File: src/rtl/fifo_sync_ctrl_pkg.sv
`default_nettype none
// ============================================================================
// Module      : fifo_sync_ctrl_pkg
// Description : Shared RAM/FIFO geometry used by the FIFO controller slice.
// Revision    : 1.0 - initial release
// ============================================================================
package fifo_sync_ctrl_pkg;

    // Shared geometry of the dual-port SRAM that the FIFO drives.
    localparam int a_length     = 3;
    localparam int d_length     = 8;
    localparam int config_depth = 8;

endpackage : fifo_sync_ctrl_pkg
`default_nettype wire

File: src/rtl/fifo_sync_ctrl_if.sv
`default_nettype none
// ============================================================================
// Module      : fifo_sync_ctrl_if
// Description : Dual-port SRAM bus (port 1 write, port 2 read) between the
//               FIFO controller (master) and the RAM (slave).
// Revision    : 1.0 - initial release
// ============================================================================
interface fifo_sync_ctrl_if
    import fifo_sync_ctrl_pkg::*;
#(
    parameter int A_LENGTH = a_length,
    parameter int D_LENGTH = d_length
) ();

    logic                ram_en_w;
    logic                ram_ctrl_w;
    logic [A_LENGTH-1:0] ram_addr_w;
    logic [D_LENGTH-1:0] ram_wdata;
    logic                ram_en_r;
    logic                ram_ctrl_r;
    logic [A_LENGTH-1:0] ram_addr_r;
    logic [D_LENGTH-1:0] ram_rdata;

    modport master (
        output ram_en_w, ram_ctrl_w, ram_addr_w, ram_wdata,
        output ram_en_r, ram_ctrl_r, ram_addr_r,
        input  ram_rdata
    );

    modport slave (
        input  ram_en_w, ram_ctrl_w, ram_addr_w, ram_wdata,
        input  ram_en_r, ram_ctrl_r, ram_addr_r,
        output ram_rdata
    );

endinterface : fifo_sync_ctrl_if
`default_nettype wire

File: src/rtl/fifo_sync_ctrl_ptr_flag.sv
`default_nettype none
// ============================================================================
// Module      : fifo_ptr_flag
// Description : Circular-buffer pointers, occupancy count and registered
//               status flags for the synchronous FIFO controller.
// Revision    : 1.0 - initial release
// ============================================================================
module fifo_ptr_flag
    import fifo_sync_ctrl_pkg::*;
#(
    parameter int A_LENGTH = a_length,
    parameter int DEPTH    = config_depth
) (
    input  wire logic                clk,
    input  wire logic                rst_n,
    input  wire logic                wr_acc,
    input  wire logic                rd_acc,
    output logic      [A_LENGTH-1:0] wr_ptr,
    output logic      [A_LENGTH-1:0] rd_ptr,
    output logic      [A_LENGTH:0]   count,
    output logic                     full,
    output logic                     empty,
    output logic                     almost_full,
    output logic                     almost_empty
);

    localparam logic [A_LENGTH-1:0] c_ptr_last = A_LENGTH'(DEPTH - 1);
    localparam logic [A_LENGTH-1:0] c_ptr_one  = A_LENGTH'(1);
    localparam logic [A_LENGTH:0]   c_cnt_full = (A_LENGTH + 1)'(DEPTH);
    localparam logic [A_LENGTH:0]   c_cnt_af   = (A_LENGTH + 1)'(DEPTH - 1);
    localparam logic [A_LENGTH:0]   c_cnt_one  = (A_LENGTH + 1)'(1);

    logic [A_LENGTH-1:0] r_wr_ptr, r_rd_ptr;
    logic [A_LENGTH-1:0] w_wr_ptr_nxt, w_rd_ptr_nxt;
    logic [A_LENGTH:0]   r_count, w_count_nxt;
    logic                r_full, r_empty, r_almost_full, r_almost_empty;

    // Wrap by explicit compare so non-power-of-2 depths work.
    always_comb begin
        w_wr_ptr_nxt = r_wr_ptr;
        w_rd_ptr_nxt = r_rd_ptr;
        w_count_nxt  = r_count;
        if (wr_acc) begin
            w_wr_ptr_nxt = (r_wr_ptr == c_ptr_last) ? '0 : r_wr_ptr + c_ptr_one;
        end
        if (rd_acc) begin
            w_rd_ptr_nxt = (r_rd_ptr == c_ptr_last) ? '0 : r_rd_ptr + c_ptr_one;
        end
        case ({wr_acc, rd_acc})
            2'b10:   w_count_nxt = r_count + c_cnt_one;
            2'b01:   w_count_nxt = r_count - c_cnt_one;
            default: w_count_nxt = r_count;
        endcase
    end

    always_ff @(posedge clk or negedge rst_n) begin
        if (!rst_n) begin
            r_wr_ptr       <= '0;
            r_rd_ptr       <= '0;
            r_count        <= '0;
            r_full         <= 1'b0;
            r_empty        <= 1'b1;
            r_almost_full  <= 1'b0;
            r_almost_empty <= 1'b1;
        end else begin
            r_wr_ptr       <= w_wr_ptr_nxt;
            r_rd_ptr       <= w_rd_ptr_nxt;
            r_count        <= w_count_nxt;
            r_full         <= (w_count_nxt == c_cnt_full);
            r_empty        <= (w_count_nxt == '0);
            r_almost_full  <= (w_count_nxt >= c_cnt_af);
            r_almost_empty <= (w_count_nxt <= c_cnt_one);
        end
    end

    assign wr_ptr       = r_wr_ptr;
    assign rd_ptr       = r_rd_ptr;
    assign count        = r_count;
    assign full         = r_full;
    assign empty        = r_empty;
    assign almost_full  = r_almost_full;
    assign almost_empty = r_almost_empty;

endmodule : fifo_ptr_flag
`default_nettype wire

File: src/rtl/fifo_sync_ctrl.sv
`default_nettype none
// ============================================================================
// Module      : fifo_sync_ctrl
// Description : Single-clock FIFO controller driving an external dual-port
//               SRAM as a circular buffer with registered-output reads.
// Revision    : 1.0 - initial release
// ============================================================================
module fifo_sync_ctrl
    import fifo_sync_ctrl_pkg::*;
#(
    parameter int A_LENGTH = a_length,
    parameter int D_LENGTH = d_length,
    parameter int DEPTH    = config_depth
) (
    input  wire logic                clk,
    input  wire logic                rst_n,
    input  wire logic                wr_en,
    input  wire logic [D_LENGTH-1:0] wr_data,
    input  wire logic                rd_en,
    output logic      [D_LENGTH-1:0] rd_data,
    output logic                     rd_valid,
    output logic                     full,
    output logic                     empty,
    output logic                     almost_full,
    output logic                     almost_empty,
    output logic      [A_LENGTH:0]   count,
    output logic                     overflow,
    output logic                     underflow,
    fifo_sync_ctrl_if.master         ram
);

    logic                w_wr_acc, w_rd_acc;
    logic [A_LENGTH-1:0] w_wr_ptr, w_rd_ptr;
    logic                r_rd_valid, r_overflow, r_underflow;

    // A write at full is still taken when a read frees the same slot.
    assign w_wr_acc = wr_en & (~full | rd_en);
    assign w_rd_acc = rd_en & ~empty;

    fifo_ptr_flag #(
        .A_LENGTH (A_LENGTH),
        .DEPTH    (DEPTH)
    ) u_ptr_flag (
        .clk          (clk),
        .rst_n        (rst_n),
        .wr_acc       (w_wr_acc),
        .rd_acc       (w_rd_acc),
        .wr_ptr       (w_wr_ptr),
        .rd_ptr       (w_rd_ptr),
        .count        (count),
        .full         (full),
        .empty        (empty),
        .almost_full  (almost_full),
        .almost_empty (almost_empty)
    );

    assign ram.ram_en_w   = w_wr_acc;
    assign ram.ram_ctrl_w = 1'b1;
    assign ram.ram_addr_w = w_wr_ptr;
    assign ram.ram_wdata  = wr_data;
    assign ram.ram_en_r   = w_rd_acc;
    assign ram.ram_ctrl_r = 1'b0;
    assign ram.ram_addr_r = w_rd_ptr;

    always_ff @(posedge clk or negedge rst_n) begin
        if (!rst_n) begin
            r_rd_valid  <= 1'b0;
            r_overflow  <= 1'b0;
            r_underflow <= 1'b0;
        end else begin
            r_rd_valid  <= w_rd_acc;
            r_overflow  <= wr_en & ~w_wr_acc;
            r_underflow <= rd_en & ~w_rd_acc;
        end
    end

    assign rd_data   = ram.ram_rdata;
    assign rd_valid  = r_rd_valid;
    assign overflow  = r_overflow;
    assign underflow = r_underflow;

endmodule : fifo_sync_ctrl
`default_nettype wire

File: src/flat_wrapper.sv
// flat-port wrapper written by rule: the top's interface ports become plain ports
module fifo_sync_ctrl_flat import fifo_sync_ctrl_pkg::*;
#(
    parameter int A_LENGTH = a_length,
    parameter int D_LENGTH = d_length,
    parameter int DEPTH    = config_depth
)
  (clk, rst_n, wr_en, wr_data, rd_en, rd_data, rd_valid, full, empty, almost_full, almost_empty, count, overflow, underflow, ram_ram_en_w, ram_ram_ctrl_w, ram_ram_addr_w, ram_ram_wdata, ram_ram_en_r, ram_ram_ctrl_r, ram_ram_addr_r, ram_ram_rdata);
  fifo_sync_ctrl_if #(.A_LENGTH(A_LENGTH), .D_LENGTH(D_LENGTH)) ram_i ();
  input  wire logic clk;
  input  wire logic rst_n;
  input  wire logic wr_en;
  input  wire logic [D_LENGTH-1:0] wr_data;
  input  wire logic rd_en;
  output logic      [D_LENGTH-1:0] rd_data;
  output logic rd_valid;
  output logic full;
  output logic empty;
  output logic almost_full;
  output logic almost_empty;
  output logic      [A_LENGTH:0] count;
  output logic overflow;
  output logic underflow;
  output wire logic [$bits(ram_i.ram_en_w)-1:0] ram_ram_en_w;
  output wire logic [$bits(ram_i.ram_ctrl_w)-1:0] ram_ram_ctrl_w;
  output wire logic [$bits(ram_i.ram_addr_w)-1:0] ram_ram_addr_w;
  output wire logic [$bits(ram_i.ram_wdata)-1:0] ram_ram_wdata;
  output wire logic [$bits(ram_i.ram_en_r)-1:0] ram_ram_en_r;
  output wire logic [$bits(ram_i.ram_ctrl_r)-1:0] ram_ram_ctrl_r;
  output wire logic [$bits(ram_i.ram_addr_r)-1:0] ram_ram_addr_r;
  input wire logic [$bits(ram_i.ram_rdata)-1:0] ram_ram_rdata;
  assign ram_ram_en_w = ram_i.ram_en_w;
  assign ram_ram_ctrl_w = ram_i.ram_ctrl_w;
  assign ram_ram_addr_w = ram_i.ram_addr_w;
  assign ram_ram_wdata = ram_i.ram_wdata;
  assign ram_ram_en_r = ram_i.ram_en_r;
  assign ram_ram_ctrl_r = ram_i.ram_ctrl_r;
  assign ram_ram_addr_r = ram_i.ram_addr_r;
  assign ram_i.ram_rdata = ram_ram_rdata;
  fifo_sync_ctrl #(.A_LENGTH(A_LENGTH), .D_LENGTH(D_LENGTH), .DEPTH(DEPTH)) u_core (.clk(clk), .rst_n(rst_n), .wr_en(wr_en), .wr_data(wr_data), .rd_en(rd_en), .rd_data(rd_data), .rd_valid(rd_valid), .full(full), .empty(empty), .almost_full(almost_full), .almost_empty(almost_empty), .count(count), .overflow(overflow), .underflow(underflow), .ram(ram_i));
endmodule
File: config.mk
export PLATFORM = sky130hd
export DESIGN_NAME = fifo_sync_ctrl_flat
export DESIGN_NICKNAME = d
export VERILOG_FILES = /design/src/rtl/fifo_sync_ctrl_pkg.sv /design/src/rtl/fifo_sync_ctrl_if.sv /design/src/rtl/fifo_sync_ctrl_ptr_flag.sv /design/src/rtl/fifo_sync_ctrl.sv /design/src/flat_wrapper.sv
export SDC_FILE = /design/constraint.sdc
export NUM_CORES = 1
export LEC_CHECK = 0
export CORE_MARGIN = 2
export CORE_UTILIZATION = 40
export CTS_BUF_LIST = sky130_fd_sc_hd__clkbuf_16
export DETAILED_ROUTE_END_ITERATION = 8
export MAX_ROUTING_LAYER = met4
export PLACE_DENSITY_LB_ADDON = 0.3
export REMOVE_ABC_BUFFERS = 1
export SLEW_MARGIN = 15
export SYNTH_ARGS = -nofsm -noshare
export SYNTH_HDL_FRONTEND = slang
export SYNTH_SLANG_ARGS = --single-unit
File: constraint.sdc
create_clock -name clk -period 3.54 [get_ports clk]
set_clock_uncertainty 0.2 [all_clocks]
set_input_delay 0.708 -clock clk [delete_from_list [all_inputs] [get_ports clk]]
set_output_delay 0.708 -clock clk [all_outputs]
set_load 0.02 [all_outputs]
==> out/metrics.yaml, run 1 <==
path_clk_slew_ns: 0.05
drc: 0
wirelength_microns: 1900
nets: 127
place_congestion: 0.712
whs_endpoint: "u_core.u_ptr_flag.wr_ptr[2]$_DFFE_PN0P_"
max_slew_margin: 0.496
fp.dieW_microns: 53.5
synth_cells: 93
cp-end-kind: "output port"
synthSimpleGateAreaFrac: 0.170
max_cap_violations: 0
cts-resized-gates: 0
place.port_buffers: 22
antenna_cells: 0
area_growth_syn_to_layout_pct: 20.3
num_vias: 677
worstPathArrival_ns: 2.27
cts_root_buffer: "clkbuf_16"
finalMaxSlewViolations: 0
cts_tree: "built"
synth_seq_area_share: 0.437
synth_area_sq_um: 980
setup-tns-final_ns: 0
p_leak_uw: 0.000531
crit_fanout: 6
antenna_left: 0
timing.fmax_mhz: 315
fp.dieH_microns: 53.5
start_util: 0.435
worst_pin_slew_ns: 0.753
clock_sinks: 17
drive_gt1_frac: 0.130
gr-usage-met2: 0.202
drt_first_pass_iters: 4
synth_mux_area_frac: 0.0549
final.period_utilization: 0.897
grt_usage: 0.158
pre_cts_slack_ns: 0.322
yosysWarnings: 0
holdWs_ns: 0.316
grt_pass1_wl_microns: 3020
vdd_drop_max_v: 0.000504
synth-seq-cells: 17
synth_xor_area_frac: 0.0447
cp-start-kind: "input port"
hpwlAfterDp_microns: 1390
min_period_ns: 3.18
clock_latency_ns: 0.25
worstReg2RegStart: "u_core.u_ptr_flag.full$_DFF_PN0_"
synth.distinct_cells: 30
clock_path_buffers: 2
use_met3: 0.102
viasPerCell: 5.29
first_iter_violations: 7
detailed_place.area_sq_um: 1100
critical_path_class: "input port to output port"
synth_top_family_by_area: "simple AND/OR/NAND/NOR gates"
grt_pass1_vias: 641
cts_buffers: 3
p_total_uw: 1220
synth_compound_area_frac: 0.0434
antenna_found_initial: 0
status: "finished, final reports clean"
htreeDepth: 1
rows: 17
core_region_area_sq_um: 2250
wl_per_cell_microns: 14.9
min_path_type: "flop to flop"
setup_violations: 0
rrSetupSlack_ns: 1.16
cp-startpoint: "rd_en"
grt_util_met1: 0.185
io_pins: 57
fin_area_sq_um: 1180
critPathRequiredTime_ns: 2.63
reg2regPathDepth: 8
finalHoldViolCount: 0
cts_setup_buffers: 0
finalWorstSetupSlack_ns: 0.364
floorplan.die_area_sq_um: 2860
grt_overflow: 0
syn_area_per_cell_sq_um: 10.5
min_path_cells: 2
min_from: "u_core.u_ptr_flag.wr_ptr[2]$_DFFE_PN0P_"
hold_buffers: 0
synth-adder-area-share: 0.0766
p_per_area_nw_per_um2: 1030
rsz0062_at_grt: "false"
timing.rr.end: "u_core.u_ptr_flag.empty$_DFF_PN1_"
grt_start_max_net_pins: 18
grt.busiest_layer: "met2"
sequential cells by signal, indices dropped and copies added (netlist names):
name                            flops
u_core.u_ptr_flag.rd_ptr            3
u_core.rd_valid                     1
u_core.u_ptr_flag.wr_ptr            3
u_core.u_ptr_flag.count             4
u_core.underflow                    1
u_core.u_ptr_flag.full              1
u_core.u_ptr_flag.almost_empty      1
u_core.u_ptr_flag.empty             1
u_core.u_ptr_flag.almost_full       1
u_core.overflow                     1
Yosys cell counts (all sizes together):
cell	number	area, sq um
buf	19	140
dfrtp	15	375
ha	6	75.1
clkbuf	1	3.75
inv	5	18.8
o21ai	2	10.0
nor3b	3	33.8
a31oi	1	12.5
xor2	2	17.5
nor4bb	1	10.0
nand3b	1	7.51
dfstp	2	52.6
nor2b	3	18.8
and2	1	7.51
xnor2	3	26.3
o31ai	1	7.51
a21o	1	7.51
nor2	5	18.8
a21oi	1	5.00
nand2	8	30.0
nor3	1	5.00
and3	1	6.26
or4b	2	20.0
nor4b	1	8.76
mux2	3	33.8
mux2i	2	20.0
conb	2	7.51
per-layer routing:
layer	routed length (microns)	part of all wire
met1	764	0.40
met2	825	0.43
met3	276	0.15
met4	36	0.019
met5	0	0
worst max-delay path: stages:
cell,delay [ns]
clkdlybuf4s50_1,0.48
o21ai_1,0.38
inv_1,0.14
clkdlybuf4s50_1,0.57
cell usage in the layout (no fill, tap or decap), types with 2 or more instances in the layout:
cell type and n:
nor2b_1 3, dfrtp_1 15, clkdlybuf4s50_1 22, ha_1 6, xnor2_1 3, dfstp_2 2, nand2_1 8, nor3b_1 2
xor2_1 2, mux2_2 3, clkbuf_16 3, inv_1 5, conb_1 2, or4b_1 2, mux2i_1 2, nor2_1 5
worst max path at each step:
stage	end	slack, ns	depth (start not counted)
2_1_floorplan	u_core.u_ptr_flag.almost_full$_DFF_PN0_	1.04	6
3_5_place_dp	u_core.u_ptr_flag.almost_full$_DFF_PN0_	0.32	7
4_1_cts	ram_ram_en_w	0.36	4
3_3_place_gp	u_core.u_ptr_flag.almost_full$_DFF_PN0_	0.38	7
5_1_grt	ram_ram_en_w	0.24	4
6_report	ram_ram_en_w	0.36	4
layout make-up:
cell class	instances	area, sq um
Multi-Input combinational cell	51	389
Tap cell	28	35.0
Clock inverter	1	5.00
Inverter	5	18.8
Timing Repair Buffer	23	228
Sequential cell	17	428
Clock buffer	3	75.1
Fill cell	211	1080
metrics by stage:
stage,utilization,std cells
floorplan,-,73
finish,0.523,128
global placement,0.487,124
global route,0.523,128
CTS,0.523,128
detailed placement,0.487,124
power breakdown:
part	switching [uW]	internal (uW)
logic	308	303
clock network	75.7	151
registers	89.5	289
kinds of logic after synthesis:
logic type	Yosys count
and+or+nand+nor	27
buffers and inverters	25
DFF	17
adders and majority gates	6
AOI/OAI and AO/OA	6
xor gates and xnor gates	5
muxes	5
other	2
Note: power is estimated with default switching activity, not from simulation.
==> inputs of run 2 (changes only) <==
- CORE_UTILIZATION: 40 -> 37
- SETUP_SLACK_MARGIN: default -> 0.2
- clock period: 3.54 -> 3.6 ns (I/O delays scaled with it)
==> run 2 against run 1 <==
- combinational power decreased by 3%
- sequential power decreased by 1%
- clock-buffer cell count unchanged
- final area increased by 0.21%
- clock power decreased by 4%
- global-route usage decreased by 1.8 points
- sequential share of layout area decreased by 0.077 points
- flip-flop and latch count unchanged
- non-clock buffer count unchanged
==> out/metrics.yaml, run 2 (synthesis gave the netlist of run 1 again) <==
wirelength_microns: 1880  # -1.2%
first_iter_violations: 15  # +8
start_util: 0.392  # -0.0426
nets: 127  # unchanged
num_vias: 648  # -4.3%
timing.rr.end: "u_core.u_ptr_flag.empty$_DFF_PN1_"
min_path_type: "flop to flop"
antenna_left: 0  # unchanged
cts-resized-gates: 0  # unchanged
setup-tns-final_ns: 0  # unchanged
hpwlAfterDp_microns: 1410  # +1.0%
floorplan.die_area_sq_um: 3080  # +7.5%
grt_start_max_net_pins: 18  # unchanged
fp.dieW_microns: 55.5  # +3.7%
slowest_stage: "clkdlybuf4s50_1"
cp-startpoint: "rd_en"
grt_overflow: 0  # unchanged
p_leak_uw: 0.000531  # unchanged
crit_family: "buffers and inverters"
drc: 0  # unchanged
worst_pin_slew_ns: 0.744  # -0.00939 ns
worstReg2RegStart: "u_core.u_ptr_flag.full$_DFF_PN0_"
grt_pass1_wl_microns: 3130  # +3.9%
final.period_utilization: 0.899
crit_fanout: 6  # unchanged
top_layer: "met4"
finalHoldViolCount: 0  # unchanged
antenna_cells: 0  # unchanged
io_pins: 57  # unchanged
path_clk_slew_ns: 0.05  # about the same
area_growth_syn_to_layout_pct: 20.6
pre_cts_slack_ns: 0.391  # +0.0687 ns
cp-end-kind: "output port"
timing.fmax_mhz: 309
max_cap_violations: 0  # unchanged
rsz0062_at_grt: "false"
clock_sinks: 17  # unchanged
mostFrequentLayoutCell: "clkdlybuf4s50_1"
drt_first_pass_iters: 4  # unchanged
setup_violations: 0  # unchanged
place_congestion: 0.780  # +9.5%
rows: 18  # +1
reg2regPathDepth: 8  # unchanged
clock_path_buffers: 2  # unchanged
cp-start-kind: "input port"
largest_reg_flops: 4  # unchanged
critPathRequiredTime_ns: 2.68  # +0.05 ns
path_buf_inv: 3  # unchanged
vdd_drop_max_v: 0.000546  # +8.3%
status: "finished, final reports clean"
wl_per_cell_microns: 14.5  # -2.7%
core_region_area_sq_um: 2500  # +11%
mostFrequentLayoutCells: "22 x clkdlybuf4s50_1, 15 x dfrtp_1, 8 x nand2_1"
cp.depth: 4  # unchanged
grt_usage: 0.140  # -0.0180
htreeDepth: 1  # unchanged
fp.dieH_microns: 55.5  # +3.7%
rrSetupSlack_ns: 1.23  # +0.07 ns
wirelength_met1_microns: 856  # +12%
crit_top_cell: "clkdlybuf4s50_1"
wl_met2_microns: 778  # -5.7%
wl_met3_microns: 182  # -34%
endpoint: "ram_ram_en_w"
finalWorstSetupSlack_ns: 0.364  # +0.000851 ns
finalMaxSlewViolations: 0  # unchanged
worstPathArrival_ns: 2.32  # +0.05 ns
viasPerCell: 4.98  # -5.8%
antenna_found_initial: 0  # unchanged
cts_buffers: 3  # unchanged
min_period_ns: 3.24
cts_setup_buffers: 0  # unchanged
crit_chain: "clkdlybuf4s50_1 -> o21ai_1 -> inv_1 -> clkdlybuf4s50_1"
critical_path_class: "input port to output port"
p_total_uw: 1180  # -2.7%
cts_tree: "built"
cts_root_buffer: "clkbuf_16"
cp_slowest_stage_delay_ns: 0.56  # about the same
max_slew_margin: 0.502  # +0.00628
place.port_buffers: 22  # unchanged
drive_gt1_frac: 0.130  # unchanged
p_per_area_nw_per_um2: 1000  # -2.9%
hold_buffers: 0  # unchanged
grt_pass1_vias: 637  # -0.62%
clock_latency_ns: 0.25  # about the same
-- run 2: cell counts in the layout (fill, tap and decap cells not counted) --
No cell type changed its count.
-- run 2: stage by stage --
step                cell area [sq um]  hold WS (ns)   util  std cells
floorplan                         836         0.224      -         73
global placement                 1100         0.301  0.440        126
detailed placement               1100         0.312  0.440        126
CTS                              1180         0.325  0.472        130
global route                     1180         0.358  0.472        130
finish                           1180         0.315  0.472        130
-- run 2: power breakdown --
part           switching, uW  internal [uW]  total, uW  leakage, uW
Clock                   68.5            148        217    0.0000409
Combinational            298            294        592     0.000286
Sequential              89.0            285        374     0.000204
Total                    455            727       1180     0.000531
-- run 2: how the worst min path moves through the flow --
stage / start / end / slack (ns) / depth (start not counted)
3_3_place_gp: u_core.u_ptr_flag.wr_ptr[1]$_DFFE_PN0P_ / u_core.u_ptr_flag.wr_ptr[1]$_DFFE_PN0P_ / 0.30 / 2
6_report: u_core.u_ptr_flag.wr_ptr[1]$_DFFE_PN0P_ / u_core.u_ptr_flag.wr_ptr[1]$_DFFE_PN0P_ / 0.32 / 2
3_5_place_dp: u_core.u_ptr_flag.wr_ptr[1]$_DFFE_PN0P_ / u_core.u_ptr_flag.wr_ptr[1]$_DFFE_PN0P_ / 0.31 / 2
5_1_grt: u_core.u_ptr_flag.full$_DFF_PN0_ / u_core.overflow$_DFF_PN0_ / 0.36 / 2
2_1_floorplan: rst_n / u_core.overflow$_DFF_PN0_ / 0.22 / 0
4_1_cts: u_core.u_ptr_flag.wr_ptr[1]$_DFFE_PN0P_ / u_core.u_ptr_flag.wr_ptr[1]$_DFFE_PN0P_ / 0.33 / 2
-- run 2: worst reg2reg max path: stages (launching register included) --
cell and delay (ns):
dfrtp_1 0.34, inv_1 0.06, o21ai_1 0.35, ha_1 0.30, or4b_1 0.46, a31oi_2 0.20, xnor2_1 0.19, inv_1 0.09
nor2_1 0.12
-- run 2: cell type report --
| cell class | instances | area, sq um |
|---|---|---|
| timing repair buffer | 23 | 228 |
| clock inverter | 1 | 5.00 |
| fill | 237 | 1320 |
| multi-input combinational | 51 | 389 |
| tap | 30 | 37.5 |
| clock buffer | 3 | 75.1 |
| sequential | 17 | 428 |
| inverter | 5 | 18.8 |
-- run 2: metal layers --
layer / vias up / global-route usage
met1: 312 / 0.179
met5: - / -
met3: 4 / 0.0679
li1: 299 / -
met2: 33 / 0.167
met4: 0 / 0.105
==> inputs of run 3 (changes only) <==
- CTS_CLUSTER_SIZE: default -> 12
==> results of run 3 <==
Final layout, timing and power as in run 2 (identical DEF).
